### config.mk
export PLATFORM = sky130hd
export DESIGN_NAME = cmd_rcv
export DESIGN_NICKNAME = d
export VERILOG_FILES = /design/src/rtl/cmd_rcv.sv
export SDC_FILE = /design/constraint.sdc
export NUM_CORES = 1
export LEC_CHECK = 0
export CORE_MARGIN = 2
export CORE_UTILIZATION = 54
export CTS_BUF_LIST = sky130_fd_sc_hd__clkbuf_8
export DETAILED_ROUTE_END_ITERATION = 12
export HOLD_SLACK_MARGIN = 0.08
export PLACE_DENSITY = 0.83
export SYNTH_ARGS = -nofsm -noshare
export SYNTH_HDL_FRONTEND = slang
export SYNTH_SLANG_ARGS = --single-unit
### constraint.sdc
create_clock -name clk -period 5.7 [get_ports clk]
set_input_delay 1.71 -clock clk [delete_from_list [all_inputs] [get_ports clk]]
set_output_delay 1.71 -clock clk [all_outputs]
set_load 0.01 [all_outputs]
### src/rtl/cmd_rcv.sv
// Far-end command responder: assembles fixed-length multi-byte commands from a UART
// receiver for the command processor and returns a single acknowledge byte on request.
module cmd_rcv #(
  parameter int         CMD_BYTES = 3,
  parameter int         TIMEOUT   = 50000,
  parameter logic [7:0] RESP_BYTE = 8'h0A
) (
  input  logic                   clk,
  input  logic                   rst,
  input  logic                   rx_rdy,
  input  logic [7:0]             rx_data,
  output logic                   clr_rx_rdy,
  output logic [8*CMD_BYTES-1:0] cmd,
  output logic                   cmd_rdy,
  input  logic                   clr_cmd_rdy,
  output logic                   frame_err,
  input  logic                   send_resp,
  output logic                   trmt,
  output logic [7:0]             tx_data,
  input  logic                   tx_done,
  output logic                   resp_sent
);

  localparam int CW = 8 * CMD_BYTES;
  localparam int AW = CW - 8;
  localparam int TW = (TIMEOUT > 1) ? $clog2(TIMEOUT) : 1;
  localparam int NW = $clog2(CMD_BYTES);
  localparam logic [TW-1:0] TMO_LAST = TW'(TIMEOUT - 1);
  localparam logic [NW-1:0] CNT_LAST = NW'(CMD_BYTES - 1);

  typedef enum logic [1:0] {IDLE, COLLECT, READY} rx_state_e;
  typedef enum logic {TIDLE, TWAIT} tx_state_e;

  rx_state_e       rx_state_q, rx_state_d;
  tx_state_e       tx_state_q, tx_state_d;
  logic [NW-1:0]   cnt_q, cnt_d;
  logic [TW-1:0]   tmo_q, tmo_d;
  // Holds the first CMD_BYTES-1 bytes; the final byte goes straight into cmd.
  logic [AW-1:0]   asm_q, asm_d;
  logic [CW-1:0]   cmd_q, cmd_d;
  logic            cmd_rdy_q, cmd_rdy_d;
  logic            frame_err_q, frame_err_d;
  logic            trmt_q, trmt_d;
  logic            resp_sent_q, resp_sent_d;
  logic            accept;

  assign accept     = rx_rdy & (rx_state_q != READY) & ~rst;
  assign clr_rx_rdy = accept;
  assign cmd        = cmd_q;
  assign cmd_rdy    = cmd_rdy_q;
  assign frame_err  = frame_err_q;
  assign trmt       = trmt_q;
  assign resp_sent  = resp_sent_q;
  assign tx_data    = RESP_BYTE;

  always_ff @(posedge clk) begin
    if (rst) begin
      rx_state_q  <= IDLE;
      tx_state_q  <= TIDLE;
      cnt_q       <= '0;
      tmo_q       <= '0;
      asm_q       <= '0;
      cmd_q       <= '0;
      cmd_rdy_q   <= 1'b0;
      frame_err_q <= 1'b0;
      trmt_q      <= 1'b0;
      resp_sent_q <= 1'b0;
    end else begin
      rx_state_q  <= rx_state_d;
      tx_state_q  <= tx_state_d;
      cnt_q       <= cnt_d;
      tmo_q       <= tmo_d;
      asm_q       <= asm_d;
      cmd_q       <= cmd_d;
      cmd_rdy_q   <= cmd_rdy_d;
      frame_err_q <= frame_err_d;
      trmt_q      <= trmt_d;
      resp_sent_q <= resp_sent_d;
    end
  end

  always_comb begin
    rx_state_d  = rx_state_q;
    cnt_d       = cnt_q;
    tmo_d       = tmo_q;
    asm_d       = asm_q;
    cmd_d       = cmd_q;
    cmd_rdy_d   = cmd_rdy_q;
    frame_err_d = 1'b0;
    case (rx_state_q)
      IDLE: begin
        if (accept) begin
          asm_d      = AW'(rx_data);
          cnt_d      = NW'(1);
          tmo_d      = '0;
          rx_state_d = COLLECT;
        end
      end
      COLLECT: begin
        // An arriving byte beats a simultaneous timeout expiry.
        if (accept) begin
          tmo_d = '0;
          if (cnt_q == CNT_LAST) begin
            cmd_d      = {asm_q, rx_data};
            cmd_rdy_d  = 1'b1;
            cnt_d      = '0;
            rx_state_d = READY;
          end else begin
            asm_d = AW'({asm_q, rx_data});
            cnt_d = cnt_q + NW'(1);
          end
        end else if (tmo_q == TMO_LAST) begin
          frame_err_d = 1'b1;
          cnt_d       = '0;
          tmo_d       = '0;
          asm_d       = '0;
          rx_state_d  = IDLE;
        end else begin
          tmo_d = tmo_q + TW'(1);
        end
      end
      READY: begin
        if (clr_cmd_rdy) begin
          cmd_rdy_d  = 1'b0;
          rx_state_d = IDLE;
        end
      end
      default: rx_state_d = IDLE;
    endcase
  end

  always_comb begin
    tx_state_d  = tx_state_q;
    trmt_d      = 1'b0;
    resp_sent_d = 1'b0;
    case (tx_state_q)
      TIDLE: begin
        if (send_resp) begin
          trmt_d     = 1'b1;
          tx_state_d = TWAIT;
        end
      end
      TWAIT: begin
        if (tx_done) begin
          resp_sent_d = 1'b1;
          tx_state_d  = TIDLE;
        end
      end
      default: tx_state_d = TIDLE;
    endcase
  end

endmodule
### Word level (Yosys, flattened, before mapping)

Index checks and enable logic that the tools add are counted.

* output and inout bits: 37
* bits of input ports: 14
* logic and storage cells: 68
* bits in registers: 65

* $add $sub $neg: 2
* multiplexer cells: 27
* bitwise operators: 5
* reduce and logical (&&, ||, !) cells: 12
* equal/unequal tests: 12

Operator list (number)
* 2-to-1 mux 16 bit: 7
* case mux 16 bit (2 select lines): 2
* adder 16 x 1 -> 16 bit (second input constant): 1
* == test 16 bit (second input constant): 1
* 2-to-1 mux 2 bit: 7
* AND reduction 4 bit: 3
* != test 2 bit (second input constant): 5
* != test 3 bit (second input constant): 3
* 2-to-1 mux 1 bit: 7
* case mux 2 bit (3 select lines): 1
* AND reduction 3 bit: 2
* == test 2 bit (second input constant): 2
* case mux 1 bit (2 select lines): 2
* case mux 2 bit (2 select lines): 1
* nonzero test 2 bit: 2
* OR reduction 2 bit: 2
* NOT 1 bit: 3
* OR reduction 3 bit: 1
* adder 2 x 1 -> 2 bit (second input constant): 1
* AND 1 bit: 2
* == test 2 x 1 -> 1 bit (second input constant): 1
* logical NOT 2 bit: 1
* AND reduction 2 bit: 1

### Longest topological paths before layout

* depth after elaboration: 5
* mapped depth: 8
* gate-level depth less buffers: 5

### Worst setup path before layout

Ideal clock, no wire load.

* path kind: input-to-output
* start: input rst
* end: output clr_rx_rdy
* setup slack: 1706 ps
* path buffers: 1
* stages on the path: 3
* data required time: 3990 ps
* arrival: 2284 ps
* cells stage by stage: buf_2 nor2b_4 nor2b_1

* cells in the longest elaborated chain, start to end: 2

Ends and longest elaborated chain
* start: declaration: RTL line 9 `input logic rst,`
* NOT 1 bit: RTL line 47 `assign accept = rx_rdy & (rx_state_q != READY) & ~rst;`
* AND 1 bit: RTL line 47
* end: declaration: RTL line 12 `output logic clr_rx_rdy,`

Every way passes these cells.

### Worst setup path in the final report

* start: input rx_rdy
* end: output clr_rx_rdy

* cells in the longest elaborated chain, start to end: 2

Ends and longest elaborated chain
* start: declaration: RTL line 10 `input logic rx_rdy,`
* AND 1 bit (2 in series): RTL line 47

Every way passes these cells.

==> impl_summary.md <==
Route
The antenna violation net count after detailed routing is 0. Before antenna repair, the detailed router went through 4 iterations. The number of remaining DRC errors is 0. Using the TritonRoute via totals, the vias-per-cell ratio works out to 5.701.

The first routing iteration left 188 violations. The total number of vias is 2,514. After detailed routing, the total wire length is 6.326 mm. The wire length per cell after detailed routing is 14.34 µm.

Floorplan
The floorplan step defined a core boundary enclosing 5042 µm². For this configuration, the core starts out at a cell density of 0.5524. The total number of placement rows is 26. In this run the count of I/O pins placed on the die edge is 51. The floorplan step set the die height to 75.82 µm. The overall die area is 5748 µm². From left edge to right edge, the die measures 75.82 µm.

Finish
The layout cell share with drive strength beyond 1 is 0.06739. Measured on the finished design, the core utilization comes to 0.6734. The post-layout instance area is 3396 µm². The number of diodes is 0.

The number of nets at the end of the flow is 381. The area growth from synthesis to layout is 21.92%.

Clocking
The number of buffers added by the clock tree synthesis step is 9. The library cell used as clock root buffer is clkbuf_8. The clock transition at the register clock pins on the worst setup and hold paths after CTS is 70 ps.

The H-tree generated during clock tree synthesis spans 3 levels. The clock drives 65 sinks. Buffers inserted to repair hold after CTS numbered 0. The buffer count from post-CTS setup fixing is 0. In this run the deepest clock path goes through 2 buffers. Post-CTS repair changed the size of 0 cells. TritonCTS built the clock tree. The later pin in the worst-skew pair is clocked with a latency of 340 ps.

GRT
The first-pass GRT wire length is 10.05 mm. The pin count of the biggest net entering global routing is 46. The number of global-route vias before repair is 2,199. The number of antenna violations at the first check in global routing is 0. The overflow left after global routing is 0.

The total track usage is 0.2295.

Worst setup path
The worst endpoint data arrival time is 3300 ps. The worst setup path is captured at an output port. STA puts the critical path data required time at 3990 ps. The kind of launch point of the worst setup path is an input port.

The maximum fanout count along the critical path is 6. The critical path in this run is classified as input port to output port.

Synthesis
The biggest area contributor in the post-synthesis netlist is dfxtp_1. Yosys attributes the largest share of cell area to dfxtp_1 47%, nand2_1 9.4%, nand3_1 5.2%. The synthesized netlist cell count is 333.

The number of warnings printed during yosys synthesis is 0. After synthesis the cells add up to 2785 µm². The main flop type after synthesis is dfxtp_1. By instance count, the leading cell after synthesis is nand2_1. By count the netlist is led by 70 x nand2_1, 65 x dfxtp_1, 29 x nand3_1. The share of the Yosys chip area taken by registers is 0.4672. The synthesis-stage register bit count is 65.

The proportion of synthesized flip-flops having asynchronous set or reset is 0. The count of cell types in the netlist is 40. The number of synthesized flops with an enable pin is 0.

Of the post-synthesis cell area, the dominant cell type holds 0.4672. Dividing the synthesized area by the synthesized cell count gives 8.364 µm².

STA
Between clock sinks in the finished design, the worst skew comes to 7.528 ps. Setup repair after global routing left no endpoint under its margin. The worst path in the final design needs a cycle of 5010 ps, including I/O delays and setup.

After routing, the total negative slack on setup checks comes to 0 ps. The worst pin sits at a relative slew slack of 0.3353. The number of pins with negative max-slew slack in the final report came to 0.

The final-report hold violation count is 0. The transition time at the pin with the least slew margin is 994.6 ps. The maximum clock rate is 199.6 MHz. The share of the clock period used by the worst path after layout is 0.8790. Across all setup checks in the final design, the least slack found is 689.7 ps. The number of failing setup endpoints in the final timing report is 0.

Pwr
The combinational cell fraction of total power is 0.065. The sequential share of power is 0.495. IR analysis of the VDD net gives a maximum drop of 0.2185 mV. The internal power contribution is 720.5 µW. The switching power of the nets is 223.0 µW. Of the total power, the clock network draws 0.440. The power density normalized to cell area is 277.9 nW/µm². Of the total power, the share spent switching nets is 0.2363. In this run the static leakage power is 1.177 nW.

Place
In this run the cell area measured after placement is 3181 µm². Timing analysis after detailed placement gives a worst setup slack of 705.6 ps. The global placement routability congestion is 0.7695. The wire-length estimate of the detail-placed layout is 4.116 mm. The count of buffers from port buffering is 42.

Flow run
Across the run, the number of max-cap violations was 0.

Worst hold path
The type of the worst min-delay path is flip-flop to flip-flop.

Outcome
The flow ran to the end, and the final reports show no timing, DRC or antenna violations.
-- worst max-delay path: stages --
cell and delay [ps]:
clkdlybuf4s50_1 550, nor2b_4 270, nor2b_1 210, clkdlybuf4s50_1 560
-- state kept, by name, indices dropped and copies added, names as in the netlist --
register    count
cmd_rdy         1
cnt_q           2
rx_state_q      2
tx_state_q      1
resp_sent       1
asm_q          16
frame_err       1
trmt            1
tmo_q          16
cmd            24
-- per-layer routing --
metal  routed length, µm  GRT usage  share of wire  up-vias
met2                3084     0.3755           0.49       59
met5                   0          0              0        -
met3                 303    0.05291          0.048       12
met1                2824     0.2943           0.45     1202
met4                 114    0.08772          0.018        0
li1                    -          -              -     1241
-- layout make-up --
type                    instances  area [µm²]
repair buffers                 46       450.4
clock inverters                 4       50.05
well taps                      70       87.58
multi-input cells             236        1311
fillers                       411        1647
flip-flops and latches         65        1301
clock buffers                  12       165.2
inverters                       8       30.03
-- through the flow --
step / power [mW] / std cells / hold WS (ps)
finish: 0.9436 / 441 / 447.0
global route: 0.9747 / 441 / 454.4
CTS: 0.9443 / 441 / 451.0
detailed placement: 0.5380 / 425 / 440.2
global placement: 0.5367 / 425 / 425.8
floorplan: 0.5177 / 339 / 415.4
-- cell usage in the layout, fill, tap and decap left out, types with 2 or more instances in the layout --
cell / count
nand4b_1: 2
nand2_1: 70
a21oi_1: 28
conb_1: 8
o31ai_1: 12
and4b_1: 2
a211oi_2: 2
nand2b_1: 4
or3_1: 3
inv_1: 8
a211oi_1: 19
a31oi_1: 4
dfxtp_1: 65
and3_1: 3
nand3_1: 29
buf_4: 4
clkbuf_8: 12
nor3b_1: 3
nor2_1: 8
and2_1: 2
nand4_1: 4
nor2b_1: 4
clkdlybuf4s50_1: 42
or4_1: 8
o21ai_0: 8
clkinvlp_4: 2
-- cells by family after synthesis --
family	share of synthesized area
adders and majority gates	0.004492
DFF	0.4672
and+or+nand+nor	0.2651
AOI/OAI and AO/OA	0.1905
other	0.002696
buffers and inverters	0.07008
-- worst paths after layout --
kind                                start    endpoint  slack (ps)  cells after the start
worst min register to register  asm_q[15]     cmd[23]         450                      2
worst min-delay path            asm_q[15]     cmd[23]         450                      2
worst max-delay path               rx_rdy  clr_rx_rdy         690                      4
worst max register to register   tmo_q[0]    asm_q[5]        3090                      6
-- power by group through the flow --
| stage | clock network [mW] | logic, mW | registers (mW) |
|---|---|---|---|
| after global routing | 0.439 | 0.0674 | 0.468 |
| after floorplan | 0 | 0.0412 | 0.476 |
| after global placement | 0 | 0.0592 | 0.477 |
| after CTS | 0.416 | 0.0607 | 0.467 |
| after detailed placement | 0 | 0.0603 | 0.478 |
| final | 0.415 | 0.0611 | 0.467 |
(Power assumes the default switching activity.)
